==> config.mk <==
export PLATFORM = sky130hd
export DESIGN_NAME = frame_accum
export DESIGN_NICKNAME = d
export VERILOG_FILES = /design/src/rtl/frame_accum.sv
export SDC_FILE = /design/constraint.sdc
export NUM_CORES = 1
export LEC_CHECK = 0
export CORE_MARGIN = 1.5
export CORE_UTILIZATION = 55
export CTS_CLUSTER_DIAMETER = 80
export DETAILED_ROUTE_END_ITERATION = 10
export PLACE_DENSITY = 0.78
export SLEW_MARGIN = 10
export SYNTH_ARGS = -nofsm -noshare
export SYNTH_HDL_FRONTEND = slang
export SYNTH_SLANG_ARGS = --single-unit
==> constraint.sdc <==
create_clock -name clk_2 -period 3.5 [get_ports clk_2]
set_input_delay 0.525 -clock clk_2 [delete_from_list [all_inputs] [get_ports clk_2]]
set_output_delay 0.525 -clock clk_2 [all_outputs]
set_load 0.01 [all_outputs]
==> src/rtl/frame_accum.sv <==
// rtl/frame_accum.sv - frame accumulator: per-frame sum/max/min/count with held result and drop counter
module frame_accum #(
  parameter int FRAME_LEN = 8
) (
  input  logic        clk_2,
  input  logic        rst,
  input  logic        data_2_valid,
  input  logic [15:0] data_2,
  input  logic        flush,
  input  logic        res_ack,
  output logic        res_valid,
  output logic [19:0] res_sum,
  output logic [15:0] res_max,
  output logic [15:0] res_min,
  output logic [4:0]  res_count,
  output logic [7:0]  drop_cnt,
  output logic        busy
);

  localparam logic [4:0] LEN = 5'(FRAME_LEN);

  typedef enum logic [1:0] {
    IDLE,
    ACC,
    HOLD
  } state_t;

  state_t      state, state_nxt;
  logic [19:0] acc_sum, acc_sum_nxt;
  logic [15:0] acc_max, acc_max_nxt;
  logic [15:0] acc_min, acc_min_nxt;
  logic [4:0]  acc_count, acc_count_nxt;
  logic        load_res;
  logic        drop;

  always_ff @(posedge clk_2 or negedge rst) begin
    if (!rst) begin
      state <= IDLE;
    end else begin
      state <= state_nxt;
    end
  end

  // Result registers are loaded from the *_nxt values so the final word
  // (including one arriving alongside flush) is visible the cycle after.
  always_comb begin
    state_nxt     = state;
    acc_sum_nxt   = acc_sum;
    acc_max_nxt   = acc_max;
    acc_min_nxt   = acc_min;
    acc_count_nxt = acc_count;
    load_res      = 1'b0;
    drop          = 1'b0;
    case (state)
      IDLE: begin
        if (data_2_valid) begin
          acc_sum_nxt   = {4'd0, data_2};
          acc_max_nxt   = data_2;
          acc_min_nxt   = data_2;
          acc_count_nxt = 5'd1;
          if (LEN == 5'd1) begin
            state_nxt = HOLD;
            load_res  = 1'b1;
          end else begin
            state_nxt = ACC;
          end
        end
      end
      ACC: begin
        if (data_2_valid) begin
          acc_sum_nxt   = acc_sum + {4'd0, data_2};
          acc_max_nxt   = (data_2 > acc_max) ? data_2 : acc_max;
          acc_min_nxt   = (data_2 < acc_min) ? data_2 : acc_min;
          acc_count_nxt = acc_count + 5'd1;
        end
        if (flush || (data_2_valid && (acc_count_nxt == LEN))) begin
          state_nxt = HOLD;
          load_res  = 1'b1;
        end
      end
      HOLD: begin
        drop = data_2_valid;
        if (res_ack) begin
          state_nxt = IDLE;
        end
      end
      default: begin
        state_nxt = IDLE;
      end
    endcase
  end

  always_ff @(posedge clk_2 or negedge rst) begin
    if (!rst) begin
      acc_sum   <= 20'd0;
      acc_max   <= 16'd0;
      acc_min   <= 16'd0;
      acc_count <= 5'd0;
    end else begin
      acc_sum   <= acc_sum_nxt;
      acc_max   <= acc_max_nxt;
      acc_min   <= acc_min_nxt;
      acc_count <= acc_count_nxt;
    end
  end

  always_ff @(posedge clk_2 or negedge rst) begin
    if (!rst) begin
      res_sum   <= 20'd0;
      res_max   <= 16'd0;
      res_min   <= 16'd0;
      res_count <= 5'd0;
    end else if (load_res) begin
      res_sum   <= acc_sum_nxt;
      res_max   <= acc_max_nxt;
      res_min   <= acc_min_nxt;
      res_count <= acc_count_nxt;
    end
  end

  always_ff @(posedge clk_2 or negedge rst) begin
    if (!rst) begin
      drop_cnt <= 8'd0;
    end else if (drop && (drop_cnt != 8'hFF)) begin
      drop_cnt <= drop_cnt + 8'd1;
    end
  end

  assign res_valid = (state == HOLD);
  assign busy      = (state != IDLE);

endmodule

==> impl_metrics.tcl <==
set metrics [dict create \
    status "completed" \
    cts_buffers 17 \
    critPathMaxFanout 4 \
    placementRows 40 \
    grt.total_usage_pct 28.5 \
    synth_xor_area_share_pct 2.76 \
    tightest_slew_ps 865 \
    drive_above_1_share_pct 14.3 \
    hold_path.class "in2async" \
    multi_input_area_um2 3580 \
    drt-initial-drc-count 469 \
    ant_nets 0 \
    syn2layout_area_growth_pct 26.7 \
    overflow 0 \
    ff_latch_area_um2 3100 \
    antenna_cells 0 \
    synth-seq-cells 124 \
    wl_um 17800 \
    maxSlewViolCount 0 \
    cts_tree "done" \
    clkTransAtPathRegs_ps 50 \
    fin_crit_ps 3220 \
    yosys.area_share.simple_pct 11.3 \
    vias_per_cell 5.81 \
    critPathBufInv 3 \
    r2r-start "acc_sum[0]" \
    cts_setup_buffers 0 \
    max_cap_viol_count 0 \
    dpl.hpwl_um 12800 \
    tns_ps 0 \
    setup_viol 0 \
    dp_slack_ps -48.5 \
    crit_chain "clkdlybuf4s50_1 -> ha_1 -> fa_1 -> a211oi_1 -> o21ai_0 -> a41oi_1 -> nor4_1 -> buf_4 -> o21ai_0 -> buf_4 -> nand3_1 -> o21ai_0" \
    ys_async_sr_fraction_pct 100 \
    cts_sinks 124 \
    synth_top_cell_by_area "dfrtp_1" \
    rr_endpoint "acc_sum[18]" \
    fill_cells 933 \
    cp_data_arrival_time_ps 3550 \
    ios 88 \
    critPathLaunchType "primary input" \
    cpMostUsedCell "o21ai_0" \
    critPathKind "in2reg" \
    synth_mux_area_share_pct 12.9 \
    globalplace.congestion 0.920 \
    syn_avg_cell_area_um2 9.96 \
    synth.cell_area_um2 6970 \
    drc 0 \
    synth_most_common_cell "dfrtp_1" \
    synth_adder_area_share_pct 9.26 \
    coreArea_um2 12200 \
    postLayoutCellArea_um2 8830 \
    synth_area_leaders "dfrtp_1 45%, ha_1 9.0%, mux2i_1 6.5%" \
    power_density_nw_per_um2 931 \
    synthCells 700 \
    period_share_pct 91.9 \
    synth_top_family_by_area "compound AO/OA/AOI/OAI gates" \
    max_freq_ghz 0.311 \
    first_global_vias 5795 \
    h-tree-depth 4 \
    yosysTopAreaCellShare_pct 44.5 \
    synth_warnings 0 \
    ctsResizeCount 0 \
    antenna_found_initial 0 \
    synth_compound_area_share_pct 14.8 \
    p_leak_nw 4.14 \
    wl_per_cell_um 17.8 \
    crit_family "compound AO/OA/AOI/OAI gates" \
    synthFlopType "dfrtp_1" \
    fp.dieW_um 116 \
    route.vias.total 5811 \
    placed_cell_area_um2 8290 \
    synthTopCellsByCount "124 x dfrtp_1, 91 x nand2_1, 63 x o21ai_0, 50 x ha_1, 46 x a21oi_1" \
    required_ps 3830 \
    port_buffers 87 \
    grt_max_degree 69 \
    hold_viol 0 \
    dieHeight_um 116 \
    reg2reg_depth 11 \
    slowest_delay_ps 460 \
    slowest_stage "a41oi_1" \
    r2r_setup_slack_ps 470 \
    synth_fp_nets 772 \
    grt_pass1_wl_um 29100 \
    clock_skew_ps 4.42 \
    yosysSeqAreaShare_pct 44.5 \
    layout_setup_ws_ps 283 \
    dr.pass1.iters 5 \
    cts.hold.buffers_added 0 \
    layout.nets 891 \
    insertion_delay_ps 410 \
    rsz0062_at_grt "no" \
    start_util_pct 57.1 \
    vdd_drop_max_v 0.000485 \
    synth-edff-count 0 \
    endpoint_kind "register" \
    slew_headroom_pct 42.3 \
    synth_cell_types 56 \
    cts.path.max_buffers 2 \
    die_area_um2 13400 \
    clockRootBuffer "clkbuf_16" \
]
==> sequential cells by signal, summed over array words and instances, names as in the netlist, 5 cells and up <==
signal,cells
res_count,5
drop_cnt,8
acc_min,16
res_sum,20
res_max,16
acc_max,16
res_min,16
acc_sum,20
acc_count,5
==> metrics by stage <==
step | hold slack, ps | instances | util, % | total power, mW
4_1_cts | 245 | 1000 | 72.3 | 8.21
2_1_floorplan | 229 | 700 | - | 5.00
5_1_grt | 304 | 1000 | 72.3 | 8.78
3_3_place_gp | 458 | 968 | 67.9 | 6.39
6_report | 201 | 1000 | 72.3 | 8.22
3_5_place_dp | 461 | 968 | 67.9 | 6.56
==> metal layers <==
layer,wire (µm),up-vias,global-route usage [%]
met2,8560,216,47.5
li1,-,2712,-
met1,7710,2853,37.4
met5,0,-,0
met3,1140,30,4.97
met4,365,0,10.5
==> worst max path at each step <==
stage	startpoint	end	slack (ps)	cells after the start
detailed placement	data_2[0]	res_sum[18]	-50	11
finish	data_2[0]	acc_sum[18]	280	12
global route	data_2[0]	acc_sum[18]	30	12
global placement	data_2[0]	acc_sum[18]	80	12
floorplan	data_2[0]	res_sum[14]	670	9
CTS	data_2[0]	res_sum[18]	350	11
==> area by class of cell <==
class	instances	area share (%)
Multi-Input combinational cell	503	40.5
Timing Repair Buffer	129	14.0
Tap cell	168	2.38
Clock inverter	6	0.397
Inverter	44	1.87
Sequential cell	124	35.1
Clock buffer	26	5.77
==> layout by cell type (no fill, tap or decap), drive strengths merged, types with 4 or more instances in the layout <==
master / count
mux2i: 45
nor2b: 4
xor2: 7
inv: 44
o21bai: 5
mux2: 37
o21ai: 64
a21o: 9
nor2: 34
nand4: 12
a22oi: 6
nand2: 91
o21a: 4
or2: 5
xnor2: 15
clkbuf: 26
buf: 43
nand3: 12
clkdlybuf4s50: 86
o211ai: 5
clkinv: 4
ha: 50
a31oi: 4
dfrtp: 124
nand2b: 5
nor3: 4
a21oi: 47
==> logic make-up (layout without fill, tap and decap cells) <==
kind of cell             after synthesis  count (layout)
flip-flops                           124             124
AND/OR/NAND/NOR                      179             179
AO/OA/AOI/OAI                        169             169
buffers and inverters                 73             205
XOR/XNOR                              22              22
multiplexers                          82              82
adder cells (fa/ha/maj)               51              51
==> power breakdown <==
| part | leakage (nW) | total, mW | internal [mW] | switching [mW] |
|---|---|---|---|---|
| logic | 2.35 | 4.07 | 2.02 | 2.06 |
| clock network | 0.266 | 1.61 | 0.993 | 0.612 |
| registers | 1.51 | 2.54 | 2.07 | 0.475 |
Note: power is estimated with default switching activity, not from simulation.
